**src/rtl/core_pkg.sv**
```systemverilog
// Shared core definitions: default datapath widths and the control bundle that
// travels with an instruction through the ID/EX, EX/MEM and MEM/WB stages.
package core_pkg;

    localparam int CORE_DATA_W = 16;
    localparam int CORE_REG_AW = 3;

    typedef struct packed {
        logic reg_we;
        logic mem_re;
        logic mem_we;
        logic halt;
    } ctrl_t;

    localparam int CTRL_W = $bits(ctrl_t);

endpackage

```
**src/rtl/dff_en_clr.sv**
```systemverilog
// Generic pipeline register with synchronous reset and clear (clear beats
// enable) and a load enable.
module dff_en_clr #(
    parameter int WIDTH = 1
) (
    input  logic             clk,
    input  logic             rst,
    input  logic             en,
    input  logic             clr,
    input  logic [WIDTH-1:0] d,
    output logic [WIDTH-1:0] q
);

    // NOTE: non-blocking assignment so every flop samples pre-edge values regardless of block evaluation order.
    always_ff @(posedge clk) begin
        if (rst) begin
            q <= '0;
        end else if (clr) begin
            q <= '0;
        end else if (en) begin
            q <= d;
        end
    end

endmodule

```
**src/rtl/fwd_compare.sv**
```systemverilog
// Bypass/load-use comparison for one EX source register against the
// instruction held in MEM.
module fwd_compare import core_pkg::*; #(
    parameter int REG_AW = CORE_REG_AW
) (
    input  logic              mem_valid,
    input  logic              mem_reg_we,
    input  logic              mem_mem_re,
    input  logic [REG_AW-1:0] mem_wr_reg,
    input  logic [REG_AW-1:0] ex_src,
    input  logic              ex_src_used,
    output logic              fwd,
    output logic              load_use
);

    logic hit;

    // Register 0 is an ordinary register here, so no zero-address exclusion.
    assign hit      = mem_valid & mem_reg_we & (mem_wr_reg == ex_src) & ex_src_used;
    assign fwd      = hit & ~mem_mem_re;
    assign load_use = hit & mem_mem_re;

endmodule

```
**src/rtl/ex_mem_stage.sv**
```systemverilog
// EX/MEM pipeline register plus the EX-to-EX bypass selects and load-use
// hazard detection for the instruction currently in EX.
module ex_mem_stage import core_pkg::*; #(
    parameter int DATA_W = CORE_DATA_W,
    parameter int REG_AW = CORE_REG_AW
) (
    input  logic              clk,
    input  logic              rst,
    input  logic              stall,
    input  logic              flush,
    input  logic              ex_valid,
    input  logic [DATA_W-1:0] ex_alu_out,
    input  logic              ex_zf,
    input  logic              ex_of,
    input  logic              ex_sf,
    input  logic [DATA_W-1:0] ex_st_data,
    input  logic [REG_AW-1:0] ex_wr_reg,
    input  logic              ex_reg_we,
    input  logic              ex_mem_re,
    input  logic              ex_mem_we,
    input  logic              ex_halt,
    input  logic [REG_AW-1:0] ex_rs,
    input  logic [REG_AW-1:0] ex_rt,
    input  logic              ex_rs_used,
    input  logic              ex_rt_used,
    output logic              mem_valid,
    output logic [DATA_W-1:0] mem_alu_out,
    output logic              mem_zf,
    output logic              mem_of,
    output logic              mem_sf,
    output logic [DATA_W-1:0] mem_st_data,
    output logic [REG_AW-1:0] mem_wr_reg,
    output logic              mem_reg_we,
    output logic              mem_mem_re,
    output logic              mem_mem_we,
    output logic              mem_halt,
    output logic              fwd_a,
    output logic              fwd_b,
    output logic [DATA_W-1:0] fwd_data,
    output logic              load_use
);

    localparam int STAGE_W = 1 + DATA_W + 3 + DATA_W + REG_AW + CTRL_W;

    ctrl_t               ctrl_d;
    ctrl_t               ctrl_q;
    logic [STAGE_W-1:0]  stage_d;
    logic [STAGE_W-1:0]  stage_q;
    logic                load_use_rs;
    logic                load_use_rt;

    // NOTE: default every always_comb output first so no path can infer a latch.
    always_comb begin
        ctrl_d = '0;
        if (ex_valid) begin
            ctrl_d.reg_we = ex_reg_we;
            ctrl_d.mem_re = ex_mem_re;
            ctrl_d.mem_we = ex_mem_we;
            ctrl_d.halt   = ex_halt;
        end
        stage_d = {ex_valid, ex_alu_out, ex_zf, ex_of, ex_sf, ex_st_data, ex_wr_reg, ctrl_d};
    end

    // Flush clears the whole stage (data included), which also keeps control
    // at zero whenever valid is zero.
    dff_en_clr #(.WIDTH(STAGE_W)) u_stage (
        .clk (clk),
        .rst (rst),
        .en  (~stall),
        .clr (flush),
        .d   (stage_d),
        .q   (stage_q)
    );

    assign {mem_valid, mem_alu_out, mem_zf, mem_of, mem_sf, mem_st_data, mem_wr_reg, ctrl_q} = stage_q;

    assign mem_reg_we = ctrl_q.reg_we;
    assign mem_mem_re = ctrl_q.mem_re;
    assign mem_mem_we = ctrl_q.mem_we;
    assign mem_halt   = ctrl_q.halt;
    assign fwd_data   = mem_alu_out;

    fwd_compare #(.REG_AW(REG_AW)) u_fwd_rs (
        .mem_valid   (mem_valid),
        .mem_reg_we  (mem_reg_we),
        .mem_mem_re  (mem_mem_re),
        .mem_wr_reg  (mem_wr_reg),
        .ex_src      (ex_rs),
        .ex_src_used (ex_rs_used),
        .fwd         (fwd_a),
        .load_use    (load_use_rs)
    );

    fwd_compare #(.REG_AW(REG_AW)) u_fwd_rt (
        .mem_valid   (mem_valid),
        .mem_reg_we  (mem_reg_we),
        .mem_mem_re  (mem_mem_re),
        .mem_wr_reg  (mem_wr_reg),
        .ex_src      (ex_rt),
        .ex_src_used (ex_rt_used),
        .fwd         (fwd_b),
        .load_use    (load_use_rt)
    );

    assign load_use = load_use_rs | load_use_rt;

endmodule

```
**config.mk**
```make
export PLATFORM = sky130hd
export DESIGN_NAME = ex_mem_stage
export DESIGN_NICKNAME = d
export VERILOG_FILES = /design/src/rtl/core_pkg.sv /design/src/rtl/dff_en_clr.sv /design/src/rtl/fwd_compare.sv /design/src/rtl/ex_mem_stage.sv
export SDC_FILE = /design/constraint.sdc
export NUM_CORES = 1
export LEC_CHECK = 0
export BUFFER_PORTS_ARGS = -buffer_cell sky130_fd_sc_hd__buf_4
export CAP_MARGIN = 20
export CORE_AREA = 4 4 68 70
export DETAILED_ROUTE_END_ITERATION = 6
export DIE_AREA = 0 0 72 74
export PLACE_DENSITY = 0.82
export SKIP_LAST_GASP = 1
export SYNTH_ARGS = -nofsm -noshare
export SYNTH_HDL_FRONTEND = slang
export SYNTH_SLANG_ARGS = --single-unit
```
**constraint.sdc**
```tcl
create_clock -name clk -period 2.32 [get_ports clk]
set_input_delay 0.116 -clock clk [delete_from_list [all_inputs] [get_ports clk]]
set_output_delay 0.116 -clock clk [all_outputs]
set_load 0.03 [all_outputs]
```
== After elaboration in Yosys (flattened, before gate mapping) ==
Index checks and enable logic that the tools add are counted.

* Equality and inequality tests: 2
* Mux-type cells: 1
* Bitwise gates (word level): 11
* Reductions and logical operators: 1

{| class="wikitable"
|+ Operator list
! kind !! number
|-
| AND 1 bit || 9
|-
| equality test 3 bit || 2
|-
| 2-to-1 mux 4 bit || 1
|-
| OR reduction 2 bit || 1
|-
| inverter 1 bit || 1
|-
| bitwise OR 1 bit || 1
|}

* Register bits after elaboration: 43
* Bits of input ports: 55
* Output and inout bits: 62
* Logic and storage cells: 16

== Longest topological paths before layout ==
Gate-level depths: netlist (run 1).

* Depth in word-level cells: 5
* Gate-level depth with buffers: 4
* Gate-level depth less buffers: 3

== Hierarchy ==
A second synthesis (run 1) with hierarchy kept.

* Cells, all modules: 178
* Area, all modules: 1,848.0 um2

{| class="wikitable"
|+ Modules (own cells, without submodules)
! module !! times used !! cells an instance !! area an instance (um2) !! seq. area each (um2)
|-
| dff_en_clr || 1 || 140 || 1,582.8 || 860.8
|-
| ex_mem_stage || 1 || 22 || 155.1 || 0.0
|-
| fwd_compare || 2 || 8 || 55.1 || 0.0
|}

== Least setup slack after synthesis (run 1) ==
OpenSTA, ideal clock, no wires.

* Path type: reg2out
* Start point: register u_stage.q[6]
* End point: output port load_use
* Arrival: 1,304 ps
* Required time: 2,204 ps
* Slack: 900 ps
* Cell stages (with the launch flop): 4
* Buffers on the path: 0
* Cells stage by stage: dfxtp_1 -> xor2_1 -> nor4_1 -> o21a_1

* Cells in the longest elaborated chain, start to end: 5
* Elaborated cells between the ends (all ways): 9
* Classes of those cells: eq/ne: 2; bitwise: 7

{| class="wikitable"
|+ RTL lines
! element !! RTL line !! source
|-
| from (decl) || dff_en_clr.sv:11 || <nowiki>output logic [WIDTH-1:0] q</nowiki>
|-
| from (signal assigned) || dff_en_clr.sv:17 || <nowiki>q <= '0;</nowiki>
|-
| from (signal assigned) || dff_en_clr.sv:19 || <nowiki>q <= '0;</nowiki>
|-
| from (signal assigned) || dff_en_clr.sv:21 || <nowiki>q <= d;</nowiki>
|-
| equality test 3 bit || fwd_compare.sv:19 || <nowiki>assign hit = mem_valid & mem_reg_we & (mem_wr_reg == ex_src) & ex_src_used;</nowiki>
|-
| AND 1 bit (2 in a row) || fwd_compare.sv:19 ||
|-
| AND 1 bit || fwd_compare.sv:21 || <nowiki>assign load_use = hit & mem_mem_re;</nowiki>
|-
| bitwise OR 1 bit (*) || ex_mem_stage.sv:105 || <nowiki>assign load_use = load_use_rs | load_use_rt;</nowiki>
|-
| to (decl) || ex_mem_stage.sv:40 || <nowiki>output logic load_use</nowiki>
|}

Every way passes the cells marked *; elsewhere a longest branch is shown, timed or not.

== Worst setup path in the final report (run 1) ==
* Start point: register u_stage.q[6]
* End point: output port fwd_a

* Cells in the longest elaborated chain, start to end: 4

{| class="wikitable"
|+ RTL lines
! element !! RTL line !! source
|-
| equality test 3 bit || fwd_compare.sv:19 ||
|-
| AND 1 bit (2 in a row) || fwd_compare.sv:19 ||
|-
| AND 1 bit || fwd_compare.sv:20 || <nowiki>assign fwd = hit & ~mem_mem_re;</nowiki>
|-
| to (decl) || ex_mem_stage.sv:37 || <nowiki>output logic fwd_a,</nowiki>
|}

No other way between the ends.

==> metrics.md, run 1 <==
| Metric | Value |
|---|---|
| I/O pin count | `approximately 120` |
| Post-Syn Instances | `170` |
| Largest family of logic cells by synthesized area | `multiplexers` |
| Largest cells by area after synthesis | `dfxtp_1 (50%), mux2i_1 (22%), nor2_1 (9.3%)` |
| Via count | `around 1500` |
| Fmax | `between 600 and 700 MHz` |
| Final Max Tran Viols | `0` |
| Synth Area in XOR/XNOR | `3.04%` |
| Overall Global Routing Usage | `16.3%` |
| Mean routed wirelength per cell | `between 10 and 15 um` |
| Inst Count DP | `roughly 310` |
| Clk_skew | `0 ps` |
| Share of the clock period used by the worst path | `between 60 and 70%` |
| Area Overhead vs Synth | `48.3%` |
| Post-Synth Adder-Cell Area | `0%` |
| First-pass GRT wire length | `around 6800 um` |
| Final RePlAce weighted congestion | `between 0.7 and 0.8` |
| Seq cells post-synth | `43` |
| Starting DRT DRC Count | `between 60 and 70` |
| Post-synth top area share | `between 40 and 50%` |
| Overflow after GRT | `0` |
| RSZ-0062 raised after global routing | `no` |
| Clk root buf | `clkbuf_8` |
| Pre-CTS setup slack | `between 900 and 1000 ps` |
| Slew @ Worst Pin | `just under 700 ps` |
| DIE HEIGHT | `between 70 and 80 um` |
| Syn nets | `~230` |
| Tightest Hold Check Type | `input port to flip-flop` |
| Crit start category | `flip-flop` |
| CORE AREA | `3970 um^2` |
| PortBufs | `about 120` |
| Slowest stage cell, crit path | `nor4_1` |
| Final setup margin | `approximately 700 ps` |
| Total Routed Length | `4150 um` |
| WS Path Type | `flip-flop to output pin` |
| Max clock buf depth | `2` |
| Status | `finished clean` |
| Final Cell Area | `2560 um^2` |
| Commonest non-fill, non-tap cell in the layout | `buf_4` |
| Worst vdd ir | `approximately 0.00046 V` |
| Rel. slew slack | `between 50% and 60%` |
| Simple-gate area share of the yosys netlist | `roughly 12%` |
| Yosys top cell by area | `dfxtp_1` |
| Mapped Area | `about 1700 um^2` |
| Multi-input gate area | `around 690 um^2` |
| Max FFs per register | `43` |
| Pin count of the biggest net entering global routing | `45` |
| Cell Pwr Density | `574 nW/um^2` |
| 1st-pass router iterations | `3` |
| Yosys warns | `0` |
| Critical Path, Cell by Cell | `xor2_1, nor4_1, and2b_1, buf_4` |
| Top flop regs | `u_stage.q: 43 flops` |
| Routed Antenna Nets | `0` |
| Initial Utilization | `between 40% and 50%` |
| Crit-path max FO | `4` |
| Vias per inst | `between 4 and 5` |
| Hold_buf cts | `0` |
| Most frequent cells in the layout | `buf_4 (117), nor2_1 (43), dfxtp_1 (43)` |
| Clk_lat worst skew | `around 280 ps` |
| Netlist cell types | `15` |
| Worst-path clk slew | `around 70 ps` |
| CP required | `2200 ps` |
| Final core utilization | `approximately 64%` |
| Top reg by flops | `u_stage.q` |
| Share of layout cells above drive strength 1 | `between 40% and 50%` |
| CP peak stage delay | `370 ps` |
| Clk sink count | `43` |
| Mux contribution to synthesized area | `between 20% and 30%` |
| CTS tree | `built` |
| Worst hold slack | `56.1 ps` |
| Static leakage | `approximately 1.3 nW` |
| Post-CTS setup buffers | `0` |
| CP Capture Type | `output pin` |
| # resized after CTS | `0` |
| Arrival @ worst endpoint | `approximately 1500 ps` |
| Register area share after synthesis | `between 40 and 50%` |
| Die W | `~72 um` |
| Layout Nets | `323` |
| FILL cells | `around 340` |
| Total power | `approximately 1.5 mW` |
| Vias in the first global route | `1484` |
| Storage element area | `between 800 and 900 um^2` |
| Number of buffers created by CTS | `5` |
| Setup violators final | `0` |
| Core Rows | `23` |
| DPL Wire Length | `between 3000 and 4000 um` |
| Tmin final | `around 1600 ps` |
| Die ar. | `roughly 5300 um^2` |
| Final number of hold-violating endpoints | `0` |
| Total of max-cap violations | `0` |
| DRC Markers | `0` |
| Layout Cells excl Fill | `approximately 320` |
| Synth Area in Compound Gates | `roughly 2.5%` |
| Setup_tns | `0 ps` |
| H-tree depth | `2` |
| Post-DP Area | `between 2000 and 2500 um^2` |
| Diodes inserted | `0` |
| Initial antenna violation count | `0` |
| Syn Area/Cell | `between 10 and 15 um^2` |
cell families (layout without fill, tap and decap cells):
family | count (synthesis) | after routing
buffers and inverters | 26 | 123
and+or+nand+nor | 51 | 51
AOI/OAI and AO/OA | 6 | 6
xor gates and xnor gates | 6 | 6
muxes | 38 | 38
DFF | 43 | 43
routing by layer:
layer	wire length [um]	part of all wire [%]	track usage, %	vias to the layer above
met1	1550	37	17.5	659
met5	0	0	0	-
met3	436	11	6.89	7
met4	74	1.8	5.85	0
met2	2090	50	28.8	67
li1	-	-	-	734
final timing paths:
kind	start	to	slack (ps)	cells after the start
worst max-delay path	u_stage.q[6]$_SDFFE_PP0N_	fwd_a	700	4
worst min-delay path	ex_st_data[4]	u_stage.q[11]$_SDFFE_PP0N_	60	3
worst max register to register	u_stage.q[2]$_SDFFE_PP0N_	u_stage.q[2]$_SDFFE_PP0N_	1590	2
worst min register to register	u_stage.q[11]$_SDFFE_PP0N_	u_stage.q[11]$_SDFFE_PP0N_	500	2
cell type report:
cell class / count / share of cell area, %
Timing Repair Buffer: 117 / 34.3
Multi-Input combinational cell: 101 / 26.8
Tap cell: 50 / 2.44
Sequential cell: 43 / 33.6
Clock buffer: 6 / 2.83
worst max-delay path, delay by kind of cell, from the launching register on:
| kind | cells | cell delay (ps) |
|---|---|---|
| and+or+nand+nor | 2 | 550 |
| DFF | 1 | 350 |
| xor gates and xnor gates | 1 | 170 |
| buffers and inverters | 1 | 150 |
synth_stat cells:
cell,n
or2_1,1
o21a_1,1
a21oi_1,1
dfxtp_1,43
a22oi_1,4
mux2i_1,38
nor2b_1,1
buf_2,5
nand3_1,2
nor4_1,2
nor2_1,43
xor2_1,6
buf_4,20
and2b_1,2
clkbuf_1,1
where the power goes:
group          internal [mW]  total, mW  switching, mW
clock                  0.200      0.418          0.217
combinational          0.136      0.274          0.138
sequential             0.762      0.778         0.0160
total                   1.10       1.47          0.372
Note: power is estimated with default switching activity, not from simulation.
==> run 2, diff against run 1 <==
--- a/config.mk
+++ b/config.mk
@@ -7,10 +7,10 @@
 export LEC_CHECK = 0
 export BUFFER_PORTS_ARGS = -buffer_cell sky130_fd_sc_hd__buf_4
 export CAP_MARGIN = 20
-export CORE_AREA = 4 4 68 70
+export CORE_AREA = 4 4 70 72
 export DETAILED_ROUTE_END_ITERATION = 6
-export DIE_AREA = 0 0 72 74
-export PLACE_DENSITY = 0.82
+export DIE_AREA = 0 0 74 76
+export PLACE_DENSITY = 0.78
 export SKIP_LAST_GASP = 1
 export SYNTH_ARGS = -nofsm -noshare
 export SYNTH_HDL_FRONTEND = slang
==> constraint.sdc (replaced) <==
create_clock -name clk -period 1.6 [get_ports clk]
set_input_delay 0.08 -clock clk [delete_from_list [all_inputs] [get_ports clk]]
set_output_delay 0.08 -clock clk [all_outputs]
set_load 0.03 [all_outputs]
==> metrics.md, run 2 (synthesis results as in run 1) <==
| Metric | Value |
|---|---|
| Die W | `between 70 and 80 um` |
| Worst-path clk slew | `roughly 80 ps` |
| DRC Markers | `0` |
| Inst Count DP | `around 320` |
| Final Max Tran Viols | `0` |
| Routed Antenna Nets | `0` |
| 1st-pass router iterations | `4` |
| Fmax | `661 MHz` |
| H-tree depth | `2` |
| Post-CTS setup buffers | `0` |
| Overall Global Routing Usage | `roughly 15%` |
| Mean routed wirelength per cell | `around 13 um` |
| Beginning of the critical path | `u_stage.q[6]$_SDFFE_PP0N_` |
| Vias in the first global route | `1484` |
| Top flop regs | `u_stage.q: 43 flops` |
| Max FFs per register | `43` |
| Final core utilization | `about 60%` |
| Initial Utilization | `between 40% and 50%` |
| WS Path Type | `flip-flop to output pin` |
| First-pass GRT wire length | `between 6000 and 7000 um` |
| Commonest non-fill, non-tap cell in the layout | `buf_4` |
| Static leakage | `approximately 1.4 nW` |
| DIE HEIGHT | `about 76 um` |
| Number of buffers created by CTS | `5` |
| Hold path start | `ex_st_data[11]` |
| Most frequent cells in the layout | `buf_4 (118), nor2_1 (43), dfxtp_1 (42)` |
| I/O pin count | `117` |
| Share of the clock period used by the worst path | `between 90% and 100%` |
| Clk_skew | `0 ps` |
| Top reg by flops | `u_stage.q` |
| Clk_lat worst skew | `about 280 ps` |
| Pre-CTS setup slack | `approximately 330 ps` |
| Starting DRT DRC Count | `47` |
| Final RePlAce weighted congestion | `approximately 0.65` |
| RSZ-0062 raised after global routing | `yes` |
| Total of max-cap violations | `0` |
| CTS tree | `built` |
| Setup violators final | `0` |
| Crit start category | `flip-flop` |
| Slowest stage cell, crit path | `dfxtp_1` |
| Setup_tns | `0 ps` |
| Status | `finished clean` |
| Clk sink count | `43` |
| Layout Nets | `roughly 330` |
| Diodes inserted | `0` |
| Layout Cells excl Fill | `approximately 320` |
| Clk root buf | `clkbuf_8` |
| DPL Wire Length | `3180 um` |
| Max clock buf depth | `2` |
| Tmin final | `between 1500 and 2000 ps` |
| Die ar. | `5620 um^2` |
| Rel. slew slack | `70.6%` |
| CORE AREA | `4290 um^2` |
| R2r setup slk | `890 ps` |
| Vias per inst | `4.61` |
| Worst vdd ir | `0.000430 V` |
| Tightest Hold Check Type | `input port to flip-flop` |
| Worst hold slack | `about 22 ps` |
| Final setup margin | `slightly below 90 ps` |
| CP Capture Type | `output pin` |
| CP peak stage delay | `350 ps` |
| Overflow after GRT | `0` |
| Initial antenna violation count | `0` |
| Slew @ Worst Pin | `441 ps` |
| Share of layout cells above drive strength 1 | `47.6%` |
| Via count | `1489` |
| Post-DP Area | `between 2000 and 3000 um^2` |
| Core Rows | `24` |
| Final number of hold-violating endpoints | `0` |
| Area Overhead vs Synth | `52.5%` |
| Arrival @ worst endpoint | `about 1400 ps` |
| Pin count of the biggest net entering global routing | `44` |
| CP required | `roughly 1500 ps` |
| Total Routed Length | `4250 um` |
| Cell Pwr Density | `around 860 nW/um^2` |
| Critical Path, Cell by Cell | `xor2_1, nor4_2, and2b_1, buf_4` |
| FILL cells | `393` |
| Total power | `2.27 mW` |
| Hold_buf cts | `0` |
| Final Cell Area | `about 2600 um^2` |
| Crit-path max FO | `4` |
| Reg2reg start | `u_stage.q[3]$_SDFFE_PP0N_` |
| PortBufs | `~120` |
==> run 2: repair_timing <==
item,4_1_cts,5_1_grt
gates resized for setup,1,2
pin swaps,0,1
setup endpoints to repair,2,3
==> run 2: worst paths after layout <==
path	to	cells past startpoint
setup / recovery	fwd_a	4
hold / removal	u_stage.q[18]$_SDFFE_PP0N_	3
setup reg to reg	u_stage.q[3]$_SDFFE_PP0N_	2
hold reg to reg	u_stage.q[7]$_SDFFE_PP0N_	2
==> run 2: routing by layer <==
layer	global-route usage (%)	share of wire (%)
met3	3.96	9.5
met2	26.4	52
met5	0	0
met4	5.43	0.85
met1	17.0	38
==> run 2: layout make-up <==
| class | instances | area [um^2] | area share (%) |
|---|---|---|---|
| sequential | 43 | 862 | 32.7 |
| tap | 52 | 65.1 | 2.47 |
| timing repair buffer | 119 | 906 | 34.4 |
| multi-input combinational | 101 | 699 | 26.6 |
| clock buffer | 8 | 100 | 3.80 |
==> run 2: worst max-delay path: cells and delay by family (launching register included) <==
kind	cells	cell delay, ps
buffers and inverters	1	150
and+or+nand+nor	2	470
xor gates and xnor gates	1	190
DFF	1	350
==> run 2: where the power goes <==
group / total, mW / internal, mW / switching [mW]
sequential: 1.13 / 1.10 / 0.0233
clock: 0.733 / 0.394 / 0.339
combinational: 0.408 / 0.203 / 0.205
total: 2.27 / 1.70 / 0.567
